[src/rtl/acc_program_sequencer.sv]
// Program sequencer for the 8-bit accumulator datapath.
// Holds a byte-loaded program RAM, fetches and decodes instructions, issues
// ALU ops over a valid/ready handshake and handles NOP/JMP/JNZ/HALT locally.
module acc_program_sequencer #(
  parameter int unsigned AW         = 4,
  parameter int unsigned STEP_LIMIT = 255
) (
  input  logic          clk,
  input  logic          rst,
  input  logic          ena,
  input  logic          load_valid,
  input  logic [7:0]    load_data,
  output logic          load_ready,
  input  logic          start,
  input  logic          acc_zero,
  output logic          op_valid,
  output logic [3:0]    op_code,
  output logic [3:0]    op_data,
  input  logic          op_ready,
  output logic [AW-1:0] pc,
  output logic          busy,
  output logic          done,
  output logic          error
);

  localparam int unsigned DEPTH    = 1 << AW;
  localparam logic [7:0]  STEP_MAX = 8'(STEP_LIMIT);
  localparam logic [3:0]  OP_JMP   = 4'h6;
  localparam logic [3:0]  OP_JNZ   = 4'h7;
  localparam logic [3:0]  OP_HALT  = 4'hF;

  typedef enum logic [2:0] {
    S_IDLE,
    S_FETCH,
    S_EXEC,
    S_DONE,
    S_ERR
  } state_t;

  state_t        state_q, state_d;
  logic [AW-1:0] pc_q, pc_d;
  logic [AW-1:0] wr_ptr_q, wr_ptr_d;
  logic [7:0]    step_cnt_q, step_cnt_d;
  logic [7:0]    ir_q, ir_d;
  logic          op_valid_q, op_valid_d;
  logic [3:0]    op_code_q, op_code_d;
  logic [3:0]    op_data_q, op_data_d;
  logic          busy_q, busy_d;
  logic          done_q, done_d;
  logic          error_q, error_d;
  logic          load_ready_q, load_ready_d;

  logic [7:0]    mem [DEPTH];
  logic          mem_we;
  logic [7:0]    fetch_word;
  logic          fetch_is_alu;
  logic          complete;
  logic [AW-1:0] pc_next;
  logic [AW-1:0] jump_target;

  assign fetch_word   = mem[pc_q];
  assign fetch_is_alu = (fetch_word[3:0] >= 4'd1) && (fetch_word[3:0] <= 4'd5);
  assign jump_target  = AW'(ir_q[7:4]);

  // Next-state, datapath and registered-output decode
  always_comb begin
    state_d      = state_q;
    pc_d         = pc_q;
    wr_ptr_d     = wr_ptr_q;
    step_cnt_d   = step_cnt_q;
    ir_d         = ir_q;
    op_valid_d   = op_valid_q;
    op_code_d    = op_code_q;
    op_data_d    = op_data_q;
    done_d       = done_q;
    error_d      = error_q;
    mem_we       = 1'b0;
    complete     = 1'b0;
    pc_next      = pc_q + AW'(1);

    case (state_q)
      S_IDLE, S_DONE, S_ERR: begin
        // A load handshake takes priority over a simultaneous start
        if (load_valid) begin
          mem_we   = 1'b1;
          wr_ptr_d = wr_ptr_q + AW'(1);
        end else if (start) begin
          pc_d       = '0;
          step_cnt_d = '0;
          wr_ptr_d   = '0;
          done_d     = 1'b0;
          error_d    = 1'b0;
          state_d    = S_FETCH;
        end
      end
      S_FETCH: begin
        ir_d    = fetch_word;
        state_d = S_EXEC;
        if (fetch_is_alu) begin
          op_valid_d = 1'b1;
          op_code_d  = fetch_word[3:0];
          op_data_d  = fetch_word[7:4];
        end
      end
      S_EXEC: begin
        case (ir_q[3:0])
          4'h1, 4'h2, 4'h3, 4'h4, 4'h5: begin
            if (op_ready) begin
              complete   = 1'b1;
              op_valid_d = 1'b0;
            end
          end
          OP_JMP: begin
            complete = 1'b1;
            pc_next  = jump_target;
          end
          OP_JNZ: begin
            complete = 1'b1;
            if (!acc_zero) pc_next = jump_target;
          end
          OP_HALT: begin
            done_d  = 1'b1;
            state_d = S_DONE;
          end
          default: complete = 1'b1;
        endcase
        if (complete) begin
          pc_d       = pc_next;
          step_cnt_d = step_cnt_q + 8'd1;
          if ((step_cnt_q + 8'd1) == STEP_MAX) begin
            state_d = S_ERR;
            error_d = 1'b1;
          end else begin
            state_d = S_FETCH;
          end
        end
      end
      default: state_d = S_IDLE;
    endcase

    busy_d       = (state_d == S_FETCH) || (state_d == S_EXEC);
    load_ready_d = !busy_d;
  end

  // State and output registers; ena low freezes everything
  always_ff @(posedge clk) begin
    if (rst) begin
      state_q      <= S_IDLE;
      pc_q         <= '0;
      wr_ptr_q     <= '0;
      step_cnt_q   <= '0;
      ir_q         <= '0;
      op_valid_q   <= 1'b0;
      op_code_q    <= '0;
      op_data_q    <= '0;
      busy_q       <= 1'b0;
      done_q       <= 1'b0;
      error_q      <= 1'b0;
      load_ready_q <= 1'b1;
    end else if (ena) begin
      state_q      <= state_d;
      pc_q         <= pc_d;
      wr_ptr_q     <= wr_ptr_d;
      step_cnt_q   <= step_cnt_d;
      ir_q         <= ir_d;
      op_valid_q   <= op_valid_d;
      op_code_q    <= op_code_d;
      op_data_q    <= op_data_d;
      busy_q       <= busy_d;
      done_q       <= done_d;
      error_q      <= error_d;
      load_ready_q <= load_ready_d;
    end
  end

  // Program RAM write port (contents are not reset)
  always_ff @(posedge clk) begin
    if (ena && !rst && mem_we) mem[wr_ptr_q] <= load_data;
  end

  assign load_ready = load_ready_q;
  assign op_valid   = op_valid_q;
  assign op_code    = op_code_q;
  assign op_data    = op_data_q;
  assign pc         = pc_q;
  assign busy       = busy_q;
  assign done       = done_q;
  assign error      = error_q;

endmodule

[config.mk]
export PLATFORM = sky130hd
export DESIGN_NAME = acc_program_sequencer
export DESIGN_NICKNAME = d
export VERILOG_FILES = /design/src/rtl/acc_program_sequencer.sv
export SDC_FILE = /design/constraint.sdc
export NUM_CORES = 1
export LEC_CHECK = 0
export ABC_CLOCK_PERIOD_IN_PS = 2510
export CORE_MARGIN = 3
export CORE_UTILIZATION = 40
export CTS_BUF_LIST = sky130_fd_sc_hd__clkbuf_4 sky130_fd_sc_hd__clkbuf_8
export DETAILED_ROUTE_END_ITERATION = 12
export GPL_TIMING_DRIVEN = 0
export SLEW_MARGIN = 20
export SYNTH_ARGS = -nofsm -noshare
export SYNTH_HDL_FRONTEND = slang
export SYNTH_SLANG_ARGS = --single-unit
[constraint.sdc]
create_clock -name clk -period 2.51 [get_ports clk]
set_clock_uncertainty 0.15 [all_clocks]
set_input_delay 0.502 -clock clk [delete_from_list [all_inputs] [get_ports clk]]
set_output_delay 0.502 -clock clk [all_outputs]
set_load 0.03 [all_outputs]
==> Word level (Yosys, flattened, before mapping) <==
Memories as Yosys holds them, arrays and structs flattened. A register that Yosys moved wholly into a read port is not among the register bits.
Index checks and enable logic that the tools add are counted.
{ "word_totals": {"out_inout_bits": 17, "regBits": 40, "inputBits": 15, "mem_bits_rw": 128, "mem_count": 1, "word_cells": 97} }
{ "op_classes": {"magnitude_cmp": 2, "muxes": 37, "n_reduce_logical": 19, "n_addsub": 3, "n_eq_ne": 23} }
{ "mem_list": {"columns": ["memory", "words", "word_bits", "read_ports", "rd_ports_with_merged_regs", "write_ports", "line", "source"], "rows": [
  ["mem", 16, 8, 1, 1, 1, "53", "logic [7:0] mem [DEPTH];"]
]} }
{ "op_table": {"columns": ["cell", "count"], "rows": [
  ["2-to-1 mux 4 bit", 7],
  ["2-to-1 mux 8 bit", 3],
  ["equality test 4 x 3 -> 1 bit (second input constant)", 4],
  ["case mux 4 bit (2 select lines)", 2],
  ["case mux 8 bit (2 select lines)", 1],
  ["2-to-1 mux 3 bit", 5],
  ["AND reduction 5 bit", 3],
  ["2-to-1 mux 1 bit", 14],
  ["inequality test 2 bit (second input constant)", 6],
  ["equality test 3 x 2 -> 1 bit (second input constant)", 3],
  ["case mux 3 bit (3 select lines)", 1],
  ["adder 4 x 1 -> 4 bit (second input constant)", 2],
  ["adder 8 x 1 -> 8 bit (second input constant)", 1],
  ["equality test 4 x 2 -> 1 bit (second input constant)", 2],
  ["equality test 8 bit (second input constant)", 1],
  ["case mux 1 bit (2 select lines)", 4],
  ["equality test 3 x 1 -> 1 bit (second input constant)", 2],
  ["AND reduction 3 bit", 2],
  ["AND reduction 6 bit", 1],
  ["nonzero test 2 bit", 3],
  ["OR reduction 5 bit", 1],
  ["equality test 4 x 1 -> 1 bit (second input constant)", 1],
  ["equality test 4 bit (second input constant)", 1],
  ["greater-or-equal comparator 4 x 1 -> 1 bit (second input constant)", 1],
  ["other kinds (9)", 13]
]} }

==> Logic depth before layout (Yosys ltp) <==
{ "logic_depth": {"depth_word": 9, "mapped_depth": 9, "mapped_depth_nobuf": 7} }

==> Worst setup path before layout <==
OpenSTA, ideal clock, no wires.
{ "synth_path": {"path_type": "reg2reg", "from": "register (tool-made name)", "to": "register op_data_q[3], in the netlist op_data[3]", "period_less_slack_ns": 2.673, "required_time_ns": 2.244, "path_stages_with_launch": 9, "setup_slack_ns": -0.163, "setup_time_ns": 0.116, "t_arrival_ns": 2.407, "path_cell_list": "dfxtp_1 buf_2 buf_2 buf_2 mux4_2 mux4_2 nand2_1 nor3_1 a31o_2"} }
{ "synth_rtl": {"columns": ["element", "line", "source"], "rows": [
  ["to (signal assigned)", "168", "op_data_q <= op_data_d;"],
  ["to (decl)", "47", "logic [3:0] op_data_q, op_data_d;"]
]} }

==> results.json <==
{
  "htree_levels": 4,
  "tightest_slew_ps": 754,
  "cts_sinks": 172,
  "fmax_ghz": 0.395,
  "p_leak_nw": 2.72,
  "required_ps": 2710,
  "power.density_nw_per_um2": 624,
  "numCtsBuffers": 17,
  "cts-root-buf": "clkbuf_8",
  "antenna_found_initial": 0,
  "clk_latency_ps": 460,
  "cts_tree": "yes",
  "setup_violations": 4,
  "drt_first_iter_violations": 368,
  "netlist-cell-type-count": 50,
  "post_dp_cell_area_um2": 7690,
  "ff2ff_path_depth": 7,
  "area_growth_pct": 21.8,
  "slew_headroom_pct": 49.7,
  "cp_slowest_cell": "mux4_2",
  "syn_inst": 473,
  "grt_max_degree": 17,
  "post_drt_wl_per_cell_um": 20.0,
  "ant_nets": 0,
  "drv_cap": 0,
  "die_y_um": 139,
  "endpoint": "op_data[0]",
  "grt_pass1_wl_mm": 24.4,
  "hpwl_mm": 10.0,
  "cp-end-kind": "register",
  "violations": "setup timing",
  "fin_crit_sh_pct": 101,
  "fin_crit_ps": 2530,
  "start_util_pct": 41.6,
  "synth_nets": 495,
  "wl_met1_mm": 6.61,
  "setup_tns_ps": -50.4,
  "clk_pin_slew_ps": 90,
  "path_buf_inv": 1,
  "fill_cells": 1427,
  "hold_violations": 0,
  "rsz0062_at_grt": "yes",
  "ios": 32,
  "die_w_um": 139,
  "hold_class": "register to register",
  "finalWirelength_mm": 15.4,
  "slew_viol_final": 0,
  "final_util_pct": 50.7,
  "antenna_cells": 0,
  "power_mw": 5.36,
  "std_cell_rows": 47,
  "viasPerCell": 5.52,
  "ys_ff_latch": 172,
  "yosysSeqAreaShare_pct": 67.0,
  "grt.overflow.total": 0,
  "drive_gt1_share_pct": 25.6,
  "max_stage_delay_ps": 500,
  "cp-start-kind": "register",
  "synth_edf_count": 128,
  "hold_slack_ps": 329,
  "drtPass1Iterations": 6,
  "avgSynthCellArea_um2": 14.9,
  "vdd_drop_max_v": 0.000419,
  "ys_dominant_reg_cell": "edfxtp_1",
  "die_area_um2": 19300,
  "crit_path_max_fanout": 6,
  "cp_cell_sequence": "buf_6, mux4_2, mux2_4, or3b_1, a22o_1, or2_4, a31o_1",
  "run_status": "finished with violations",
  "drc": 0,
  "yosysWarnings": 0,
  "grtUsageTotal_pct": 16.7,
  "met2_length_mm": 7.60,
  "finalInstanceArea_um2": 8590,
  "crit_family": "multiplexers",
  "dr_wl_met3_um": 878,
  "dpl.cell_count": 725,
  "synthArstFlopShare_pct": 0,
  "globalplace.congestion": 0.770,
  "netlist_area_um2": 7050,
  "top_layer": "met4",
  "io_buffers": 30,
  "holdBufCountCts": 0,
  "rr_endpoint": "op_data[0]",
  "core_um2": 16900,
  "r2r_setup_slack_ps": -20,
  "clock_path_buffers": 2,
  "num_vias": 4252,
  "crit_arrival_ps": 2730,
  "dp_slack_ps": -1190,
  "worstSetupPathDepth": 7,
  "setup_ws_ps": -19.8,
  "layout.nets": 561,
  "first_global_vias": 4346,
  "instances_no_fill": 770,
  "path_class": "register to register"
}
[final cells by class]
class | instances | area [µm²] | share of cell area, %
sequential | 172 | 4730 | 55.0
inverter | 6 | 22.5 | 0.262
tap | 220 | 275 | 3.21
timing repair buffer | 51 | 553 | 6.44
clock inverter | 12 | 171 | 2.00
multi-input combinational | 268 | 2430 | 28.3
clock buffer | 18 | 241 | 2.81
buffer | 23 | 166 | 1.94
[power by group]
part           switching [mW]  total (mW)  internal [mW]
Clock                   0.965        2.04           1.08
Combinational           0.136       0.233         0.0970
Sequential             0.0142        3.08           3.06
Total                    1.12        5.36           4.24
[routing by layer]
metal  GRT usage [%]  vias up
met1            22.2     2147
met5               0        -
li1                -     1953
met2            27.3      127
met3            3.83       25
met4            5.87        0
[cells in the mapped netlist, drive strengths merged (3+ instances only)]
| master | number | area (µm²) |
|---|---|---|
| buf | 8 | 45.0 |
| a31o | 4 | 35.0 |
| a21oi | 20 | 100 |
| nand2b | 8 | 50.1 |
| nand3b | 4 | 30.0 |
| o21ai | 13 | 65.1 |
| mux4 | 36 | 811 |
| edfxtp | 128 | 3840 |
| or3 | 3 | 18.8 |
| dfxtp | 44 | 881 |
| a211oi | 6 | 45.0 |
| and3 | 7 | 43.8 |
| nor3 | 15 | 80.1 |
| inv | 5 | 18.8 |
| nand3 | 13 | 65.1 |
| nor2b | 6 | 37.5 |
| nand2 | 24 | 90.1 |
| a31oi | 4 | 25.0 |
| a22oi | 5 | 37.5 |
| mux2i | 13 | 130 |
| clkbuf | 19 | 71.3 |
| ha | 7 | 87.6 |
| nor2 | 51 | 191 |
[timing repair]
item / in CTS / in global routing
endpoints found under the setup margin: 156 / 72
pin swaps: 17 / 1
resized for setup: 62 / 12
setup buffers: 19 / 0
gates cloned: 0 / 0
[placed cells by master (no fill, tap or decap), types with 3 or more instances in the layout]
cell / instances
edfxtp_1: 128
dfxtp_1: 43
nor2_1: 38
mux4_2: 36
clkdlybuf4s50_1: 30
nand2_1: 20
a21oi_1: 19
clkbuf_8: 18
nor2_4: 13
buf_4: 13
o21ai_0: 12
mux2i_1: 12
nand3_1: 10
buf_12: 9
clkbuf_1: 8
nand2b_1: 8
and3_1: 7
ha_1: 7
nor3_1: 6
nor2b_1: 6
inv_1: 5
nor3_4: 5
a211oi_1: 5
nand2_2: 4
nand3b_1: 4
clkbuf_2: 4
nor3_2: 4
a31oi_1: 4
bufinv_16: 4
or3_1: 3
buf_6: 3
a22oi_1: 3
nand3_2: 3
clkbuf_4: 3
a31o_1: 3
clkinv_2: 3
[worst min-delay path: stages, from the launching register on]
cell and delay (ps):
dfxtp_1 330, nand2_1 60, a21oi_1 50
[flip-flops by register name, summed over array words and instances (netlist names), 3 cells and up, named ones only]
register    count
wr_ptr_q        4
pc              4
ir_q            8
op_code         4
mem           128
step_cnt_q      8
op_data         4
state_q         3
[how the worst min path moves through the flow]
stage                              from  slack (ps)  cells past startpoint       endpoint
after floorplan           step_cnt_q[7]         290                      1  step_cnt_q[7]
final                             error         330                      2          error
after global routing               busy         350                      1           busy
after global placement            error         310                      2          error
after detailed placement          error         320                      2          error
after CTS                         error         330                      2          error
[cell families (layout without fill, tap and decap cells)]
logic type | count (synthesis) | in the layout | share of synthesized area [%]
multiplexers | 50 | 50 | 13.5
XOR/XNOR | 3 | 3 | 0.373
adder cells (fa/ha/maj) | 7 | 7 | 1.24
AO/OA/AOI/OAI | 65 | 65 | 6.00
buffers and inverters | 33 | 110 | 1.97
flip-flops | 172 | 172 | 67.0
AND/OR/NAND/NOR | 143 | 143 | 9.90
No activity file was read; power rests on OpenSTA's default activity.
